--- config.mk ---
export PLATFORM = sky130hd
export DESIGN_NAME = if_id_skid_reg
export DESIGN_NICKNAME = d
export VERILOG_FILES = /design/src/rtl/cpu_pkg.sv /design/src/rtl/instr_field_split.sv /design/src/rtl/if_id_skid_reg.sv
export SDC_FILE = /design/constraint.sdc
export NUM_CORES = 1
export LEC_CHECK = 0
export BUFFER_PORTS_ARGS = -buffer_cell sky130_fd_sc_hd__buf_4
export CORE_MARGIN = 1.5
export CORE_UTILIZATION = 56
export CTS_BUF_LIST = sky130_fd_sc_hd__clkbuf_16
export DETAILED_ROUTE_END_ITERATION = 10
export MAX_ROUTING_LAYER = met4
export PLACE_DENSITY = 0.95
export SLEW_MARGIN = 10
export SYNTH_ARGS = -nofsm -noshare
export SYNTH_HDL_FRONTEND = slang
export SYNTH_SLANG_ARGS = --single-unit
--- constraint.sdc ---
create_clock -name CLK -period 2.64 [get_ports CLK]
set_input_delay 0.264 -clock CLK [delete_from_list [all_inputs] [get_ports CLK]]
set_output_delay 0.264 -clock CLK [all_outputs]
set_load 0.01 [all_outputs]
--- src/rtl/cpu_pkg.sv ---
// Shared CPU constants: MIPS instruction field positions, default NOP word and
// the IF/ID skid-buffer state encoding.
package cpu_pkg;

  localparam int unsigned OP_HI    = 31;
  localparam int unsigned OP_LO    = 26;
  localparam int unsigned RS_HI    = 25;
  localparam int unsigned RS_LO    = 21;
  localparam int unsigned RT_HI    = 20;
  localparam int unsigned RT_LO    = 16;
  localparam int unsigned RD_HI    = 15;
  localparam int unsigned RD_LO    = 11;
  localparam int unsigned SHAMT_HI = 10;
  localparam int unsigned SHAMT_LO = 6;
  localparam int unsigned FUNCT_HI = 5;
  localparam int unsigned FUNCT_LO = 0;
  localparam int unsigned IMM_HI   = 15;
  localparam int unsigned IMM_LO   = 0;

  localparam logic [31:0] NOP_INSTR_DEF = 32'h0000_0000;

  localparam logic [1:0] EMPTY = 2'd0;
  localparam logic [1:0] ONE   = 2'd1;
  localparam logic [1:0] FULL  = 2'd2;

  typedef enum logic [1:0] {
    StEmpty = EMPTY,
    StOne   = ONE,
    StFull  = FULL
  } ifid_state_e;

endpackage

--- src/rtl/instr_field_split.sv ---
// Combinational split of a 32-bit MIPS word into its R/I-type fields.
// Shared by the IF/ID and ID/EX stages.
module instr_field_split
  import cpu_pkg::*;
(
  input  logic [31:0] instr,
  output logic [5:0]  op,
  output logic [4:0]  rs,
  output logic [4:0]  rt,
  output logic [4:0]  rd,
  output logic [4:0]  shamt,
  output logic [5:0]  funct,
  output logic [15:0] imm16
);

  assign op    = instr[OP_HI:OP_LO];
  assign rs    = instr[RS_HI:RS_LO];
  assign rt    = instr[RT_HI:RT_LO];
  assign rd    = instr[RD_HI:RD_LO];
  assign shamt = instr[SHAMT_HI:SHAMT_LO];
  assign funct = instr[FUNCT_HI:FUNCT_LO];
  assign imm16 = instr[IMM_HI:IMM_LO];

endmodule

--- src/rtl/if_id_skid_reg.sv ---
// IF/ID pipeline register with a 2-entry skid buffer (head H + skid S) and flush.
// Optional saturating stall/flush counters when IFID_PERF_CNT_EN is defined.
module if_id_skid_reg
  import cpu_pkg::*;
#(
  parameter int unsigned           ADDR_W    = 32,
  parameter int unsigned           INSTR_W   = 32,
  parameter logic [INSTR_W-1:0]    NOP_INSTR = NOP_INSTR_DEF
) (
  input  logic               CLK,
  input  logic               RST_n,
  input  logic               flush_i,
  input  logic               in_valid_i,
  output logic               in_ready_o,
  input  logic [ADDR_W-1:0]  in_pc_i,
  input  logic [INSTR_W-1:0] in_instr_i,
  output logic               out_valid_o,
  input  logic               out_ready_i,
  output logic [ADDR_W-1:0]  out_pc_o,
  output logic [INSTR_W-1:0] out_instr_o,
  output logic [5:0]         out_op_o,
  output logic [4:0]         out_rs_o,
  output logic [4:0]         out_rt_o,
  output logic [4:0]         out_rd_o,
  output logic [4:0]         out_shamt_o,
  output logic [5:0]         out_funct_o,
  output logic [15:0]        out_imm16_o
`ifdef IFID_PERF_CNT_EN
  ,
  output logic [15:0]        stall_cnt_o,
  output logic [15:0]        flush_cnt_o
`endif
);

  ifid_state_e        state_q, state_d;
  logic               ready_q, ready_d;
  logic [ADDR_W-1:0]  h_pc_q, h_pc_d;
  logic [INSTR_W-1:0] h_instr_q, h_instr_d;
  logic [ADDR_W-1:0]  s_pc_q, s_pc_d;
  logic [INSTR_W-1:0] s_instr_q, s_instr_d;

  logic accept;
  logic pop;

  assign out_valid_o = (state_q != StEmpty);
  assign in_ready_o  = ready_q;
  assign accept      = in_valid_i && ready_q;
  assign pop         = out_valid_o && out_ready_i;

  always_comb begin
    state_d   = state_q;
    h_pc_d    = h_pc_q;
    h_instr_d = h_instr_q;
    s_pc_d    = s_pc_q;
    s_instr_d = s_instr_q;

    if (flush_i) begin
      // PCs keep their last value; instr words go back to NOP so fields read as 0.
      state_d   = StEmpty;
      h_instr_d = NOP_INSTR;
      s_instr_d = NOP_INSTR;
    end else begin
      unique case (state_q)
        StEmpty: begin
          if (accept) begin
            state_d   = StOne;
            h_pc_d    = in_pc_i;
            h_instr_d = in_instr_i;
          end
        end
        StOne: begin
          if (accept && !pop) begin
            state_d   = StFull;
            s_pc_d    = in_pc_i;
            s_instr_d = in_instr_i;
          end else if (pop && !accept) begin
            state_d   = StEmpty;
            h_instr_d = NOP_INSTR;
          end else if (accept && pop) begin
            h_pc_d    = in_pc_i;
            h_instr_d = in_instr_i;
          end
        end
        StFull: begin
          // ready_q is low here, so only a pop can move the state.
          if (pop) begin
            state_d   = StOne;
            h_pc_d    = s_pc_q;
            h_instr_d = s_instr_q;
            s_instr_d = NOP_INSTR;
          end
        end
        default: begin
          state_d   = StEmpty;
          h_instr_d = NOP_INSTR;
          s_instr_d = NOP_INSTR;
        end
      endcase
    end

    ready_d = (state_d != StFull);
  end

  always_ff @(posedge CLK or negedge RST_n) begin
    if (!RST_n) begin
      state_q   <= StEmpty;
      ready_q   <= 1'b1;
      h_pc_q    <= '0;
      h_instr_q <= NOP_INSTR;
      s_pc_q    <= '0;
      s_instr_q <= NOP_INSTR;
    end else begin
      state_q   <= state_d;
      ready_q   <= ready_d;
      h_pc_q    <= h_pc_d;
      h_instr_q <= h_instr_d;
      s_pc_q    <= s_pc_d;
      s_instr_q <= s_instr_d;
    end
  end

  assign out_pc_o    = h_pc_q;
  assign out_instr_o = h_instr_q;

  instr_field_split u_field_split (
    .instr (h_instr_q),
    .op    (out_op_o),
    .rs    (out_rs_o),
    .rt    (out_rt_o),
    .rd    (out_rd_o),
    .shamt (out_shamt_o),
    .funct (out_funct_o),
    .imm16 (out_imm16_o)
  );

`ifdef IFID_PERF_CNT_EN
  logic [15:0] stall_cnt_q, stall_cnt_d;
  logic [15:0] flush_cnt_q, flush_cnt_d;

  always_comb begin
    stall_cnt_d = stall_cnt_q;
    flush_cnt_d = flush_cnt_q;
    if (out_valid_o && !out_ready_i && (stall_cnt_q != 16'hFFFF)) begin
      stall_cnt_d = stall_cnt_q + 16'd1;
    end
    if (flush_i && (state_q != StEmpty) && (flush_cnt_q != 16'hFFFF)) begin
      flush_cnt_d = flush_cnt_q + 16'd1;
    end
  end

  always_ff @(posedge CLK or negedge RST_n) begin
    if (!RST_n) begin
      stall_cnt_q <= '0;
      flush_cnt_q <= '0;
    end else begin
      stall_cnt_q <= stall_cnt_d;
      flush_cnt_q <= flush_cnt_d;
    end
  end

  assign stall_cnt_o = stall_cnt_q;
  assign flush_cnt_o = flush_cnt_q;
`endif

endmodule

== Yosys cells after proc, flatten, opt, wreduce, memory -nomap -nowiden ==
Index checks and enable logic that the tools add are counted.
Operators by class
  mux-type cells: 23
  equality and inequality tests: 14
  bitwise operators: 1
  reduce and logical (&&, ||, !) cells: 14
Operator list (number)
  2-to-1 mux 32 bit: 14
  case mux 32 bit (3 select lines): 3
  != test 2 bit, second input constant: 7
  != test 3 bit, second input constant: 4
  2-to-1 mux 2 bit: 5
  AND reduction 7 bit: 1
  case mux 2 bit (3 select lines): 1
  AND reduction 3 bit: 2
  logical AND 1 bit: 5
  != test 4 bit, second input constant: 1
  AND reduction 4 bit: 1
  nonzero test 3 bit: 1
  equality test 2 x 1 -> 1 bit, second input constant: 1
  equality test 2 bit, second input constant: 1
  zero test 1 bit: 2
  zero test 2 bit: 1
  nonzero test 2 bit: 1
  NOT 1 bit: 1
Storage, ports and cells
  word-level logic and storage cells: 58
  output and inout port bits: 114
  register bits: 131
  input bits: 69

== Depth between registers and ports, before layout ==
  depth in word-level cells: 8
  gate-level depth with buffers: 7
  gate-level depth less buffers: 4

== By module ==
Synthesis repeated with hierarchy kept, for this count alone.
Unflattened totals
  cells, all modules: 534
  area total of the unflattened synthesis: 6143.4 um^2
By module, submodules not included
  if_id_skid_reg: area each 5783.0 um^2, instances 1, cells an instance 486, sequential area each 3279.4 um^2
  instr_field_split: area each 360.3 um^2, instances 1, cells an instance 48, sequential area each 0.0 um^2

== Worst setup path after synthesis ==
OpenSTA, ideal clock, no wires.
  kind: register to register
  start: reg ready_q, in the netlist in_ready_o
  end: reg h_pc_q[16], in the netlist out_pc_o[16]
  data required time: 2.506 ns
  buffers on the path: 2
  cell stages (with the launch flop): 7
  clock period less this slack: 1.727 ns
  path slack: 0.913 ns
  arrival: 1.593 ns
  cells stage by stage: dfstp_2 > nand2_1 > o41a_1 > buf_2 > clkbuf_1 > nand2_1 > o21ai_0
Between the ends
  longest elaborated chain between the ends: 5
  elaborated cells between the ends (all ways): 10
  classes of those cells: 4 x eq/ne; 6 x reduce/logical
RTL lines
  start: declaration: line if_id_skid_reg.sv:36  | logic ready_q, ready_d;
  start signal: assignment: line if_id_skid_reg.sv:114  | ready_q <= ready_d;
  logical AND 1 bit *: line if_id_skid_reg.sv:47  | assign accept = in_valid_i && ready_q;
  zero test 1 bit: line if_id_skid_reg.sv:76  | end else if (pop && !accept) begin
  logical AND 1 bit: line if_id_skid_reg.sv:76
  != test 2 bit (no line)
  AND reduction 7 bit (no line) *
  end signal: assignment: line if_id_skid_reg.sv:115  | h_pc_q <= h_pc_d;
  end: declaration: line if_id_skid_reg.sv:37  | logic [ADDR_W-1:0] h_pc_q, h_pc_d;
Mark *: on every way between the ends. The rest lies on a longest branch, timed or not.
A chain may end at the register's enable or synchronous reset.

== Worst setup path in the final report ==
  start: reg state_q[1]
  end: reg h_instr_q[31], in the netlist out_instr_o[31]
Between the ends
  longest elaborated chain between the ends: 7
  elaborated cells between the ends (all ways): 18
  classes of those cells: 6 x eq/ne; 4 x mux; 8 x reduce/logical
RTL lines
  start: declaration: line if_id_skid_reg.sv:35  | ifid_state_e state_q, state_d;
  start signal: assignment: line if_id_skid_reg.sv:106  | state_q <= StEmpty;
  start signal: assignment: line if_id_skid_reg.sv:113  | state_q <= state_d;
  nonzero test 2 bit: line if_id_skid_reg.sv:45  | assign out_valid_o = (state_q != StEmpty);
  logical AND 1 bit: line if_id_skid_reg.sv:48  | assign pop = out_valid_o && out_ready_i;
  logical AND 1 bit: line if_id_skid_reg.sv:76
  2-to-1 mux 32 bit: line if_id_skid_reg.sv:76
  2-to-1 mux 32 bit: line if_id_skid_reg.sv:72  | if (accept && !pop) begin
  case mux 32 bit (3 select lines): line if_id_skid_reg.sv:63  | unique case (state_q)
  2-to-1 mux 32 bit: line if_id_skid_reg.sv:57  | if (flush_i) begin
  end signal: assignment: line if_id_skid_reg.sv:116  | h_instr_q <= h_instr_d;
  end: declaration: line if_id_skid_reg.sv:38  | logic [INSTR_W-1:0] h_instr_q, h_instr_d;
Several ways; a longest one is shown, not always the timed one. The select of a mux whose other input is x is not followed.

==> impl_metrics.yaml <==
cts:
  cts_buffer_depth: 2
  htreeDepth: 4
  post_cts_buffers: 0
  cts_sinks: 131
  cts_tree: "built"
  clock_latency_ns: 0.41
  cts.clk_slew.worst_paths_ns: 0.06
  clockRootBuffer: "clkbuf_16"
  cts_buffers: 17
place:
  place.gp.congestion: 0.7640
  dp_hpwl_um: 9589
  numPortBuffers: 182
power:
  power_density_nw_per_um2: 757.8
  power_leakage_uw: 0.003906
  power_uw: 5902
  ir_worst_vdd_v: 0.0005238
detailed_routing:
  drt-pass1-iter-count: 4
  dr.first_iter.drc_count: 233
  remaining_drc_errors: 0
  drt.antenna.violating_nets: 0
  avgRoutedWirePerCell_um: 17.78
  wl_met1_um: 5884
  num_vias: 4572
  dr_wl_met2_um: 7211
  highest_layer: "met4"
  wirelength_um: 14330
  avgViaCountPerCell: 5.672
  met3_length_um: 1079
global_routing:
  grt_pass1_wl_um: 23200
  grt_pass1_vias: 4743
  track_usage: 0.2665
  grt_start_max_net_pins: 83
  grt_overflow: 0
  antenna_found_initial: 0
critical_path:
  ff2ff_path_depth: 3
  start_kind: "flop"
  rr_endpoint: "out_instr_o[31]"
  critPathMaxFanout: 32
  required_ns: 2.98
  arrival_ns: 2.55
  reg2reg_slack_ns: 0.43
  timing.rr.start: "state_q[1]"
  worstSetupPathType: "flop to flop"
  cp-end-kind: "flop"
logic_synthesis:
  synth-edff-count: 0
  synth_flop_cell: "dfrtp_1"
  synthesis.nets: 605
  synth_top_area_frac: 0.5337
  synth.distinct_cells: 31
  syn_area_per_cell_um2: 11.37
  ys_seq_area_frac: 0.5380
  synth_area_um2: 6096
  yosysTopAreaCell: "dfrtp_1"
  syn_inst: 536
  synthTopCellsByArea: "dfrtp_1 53%, mux2i_1 9.0%, buf_4 6.0%"
  synthArstFlopShare: 1.000
  ys_seq_elements: 131
  yosysWarnings: 0
sta:
  slew_viol_final: 0
  relSlewSlack: 0.1748
  setup_viol: 0
  hold_violations: 0
  fin_worst_skew_ns: 0.008445
  tightest_slew_ns: 1.238
  fin_crit_sh: 0.8354
  fin_tns_setup_ns: 0
  fmax_ghz: 0.4534
  rsz0062_at_grt: "no"
  period_needed_ns: 2.205
floorplan:
  die_w_um: 107.3
  die_y_um: 107.3
  rows: 37
  pin_count: 183
  dieArea_um2: 11520
  start_util: 0.5826
  core-area_um2: 10460
min_path:
  min_path_cells: 2
  holdCritPathClass: "primary input to flop"
  min_from: "in_pc_i[28]"
  hold_path_end: "s_pc_q[28]"
final_layout:
  drive_gt1_frac: 0.3896
  final_nets: 727
  areaGrowthSynthToFinish_pct: 27.75
  nFillCells: 706
  antenna_cells: 0
flow_run:
  maxCapViolations: 0
status:
  status: "completed"
power by group:
part	internal (uW)	total (uW)	switching [uW]
Sequential	2300	2500	199
Combinational	534	1020	481
Clock	1490	2380	891
Total	4330	5900	1570
timing repair:
action | CTS | global route
hold endpoints to repair | 49 | 0
hold buffers | 1 | 0
resized for setup | 0 | 0
cell families after synthesis:
logic type      count (synthesis)  share of synthesized area
flops                         131                     0.5380
compound gates                115                     0.1238
simple gates                  113                    0.09667
buf+inv                        90                    0.09216
mux                            87                     0.1494
through the flow:
step	utilization	area (um2)	hold slack, ns	setup WS (ns)	instances
floorplan	-	6096	-0.03159	0.9128	536
global placement	0.6858	7176	0.3226	0.5303	774
detailed placement	0.6858	7176	0.3396	0.4324	774
CTS	0.7443	7787	0.07614	0.4386	806
global route	0.7443	7787	0.08571	0.3192	806
finish	0.7443	7787	0.08245	0.4346	806
cells in the mapped netlist (2+ instances only):
| cell | instances |
|---|---|
| a22o_1 | 20 |
| and3b_1 | 2 |
| buf_1 | 5 |
| buf_2 | 14 |
| buf_4 | 49 |
| buf_6 | 3 |
| clkbuf_1 | 18 |
| dfrtp_1 | 130 |
| mux2_1 | 3 |
| mux2_2 | 29 |
| mux2i_1 | 55 |
| nand2_1 | 36 |
| nand2b_1 | 34 |
| nand3_1 | 32 |
| nor2_1 | 4 |
| o21ai_0 | 61 |
| o21ai_1 | 5 |
| o22a_1 | 2 |
| o2bb2ai_1 | 22 |
area by class of cell:
| cell class | count | area (um2) | area share |
|---|---|---|---|
| clock buffer | 17 | 425.4 | 0.05463 |
| timing repair buffer | 192 | 1469 | 0.1886 |
| tap | 136 | 170.2 | 0.02185 |
| inverter | 1 | 3.754 | 0.0004820 |
| sequential | 131 | 3281 | 0.4213 |
| clock inverter | 14 | 176.4 | 0.02265 |
| multi-input combinational | 315 | 2262 | 0.2905 |
how the worst max path moves through the flow:
stage	slack, ns	from	cells after the start	to
detailed placement	0.43	state_q[0]	4	out_instr_o[31]
floorplan	0.91	in_ready_o	6	out_pc_o[16]
CTS	0.44	state_q[0]	4	out_instr_o[31]
global placement	0.53	state_q[1]	3	out_instr_o[0]
finish	0.43	state_q[1]	3	out_instr_o[31]
global route	0.32	state_q[0]	4	out_instr_o[31]
critical path: stages (launching register included):
cell     delay [ns]
dfrtp_2        0.64
or3_4          0.23
and3b_1        0.98
a22o_1         0.29
cells in the final DEF, fill, tap and decap left out, types with 2 or more instances in the layout:
cell	instances
clkinv_4	3
bufinv_16	3
mux2_2	29
buf_12	2
mux2i_1	55
clkinvlp_4	2
nor2_1	3
o21ai_0	61
nand3_1	32
buf_4	189
inv_6	4
dfrtp_1	129
o21ai_1	5
mux2_1	3
clkbuf_16	17
a22o_1	20
nand2_1	36
nand2b_1	33
clkinv_2	2
and3b_1	2
o2bb2ai_1	22
per-layer routing:
layer | vias to the layer above | track usage
met5 | - | -
li1 | 2083 | -
met1 | 2281 | 0.3246
met4 | 0 | 0.08271
met3 | 17 | 0.07022
met2 | 191 | 0.4381
sequential cells by signal, summed over array words and instances, names as in the netlist:
name         flops
s_pc_q          32
out_pc_o        32
in_ready_o       1
s_instr_q       32
state_q          2
out_instr_o     32
(Power assumes the default switching activity.)
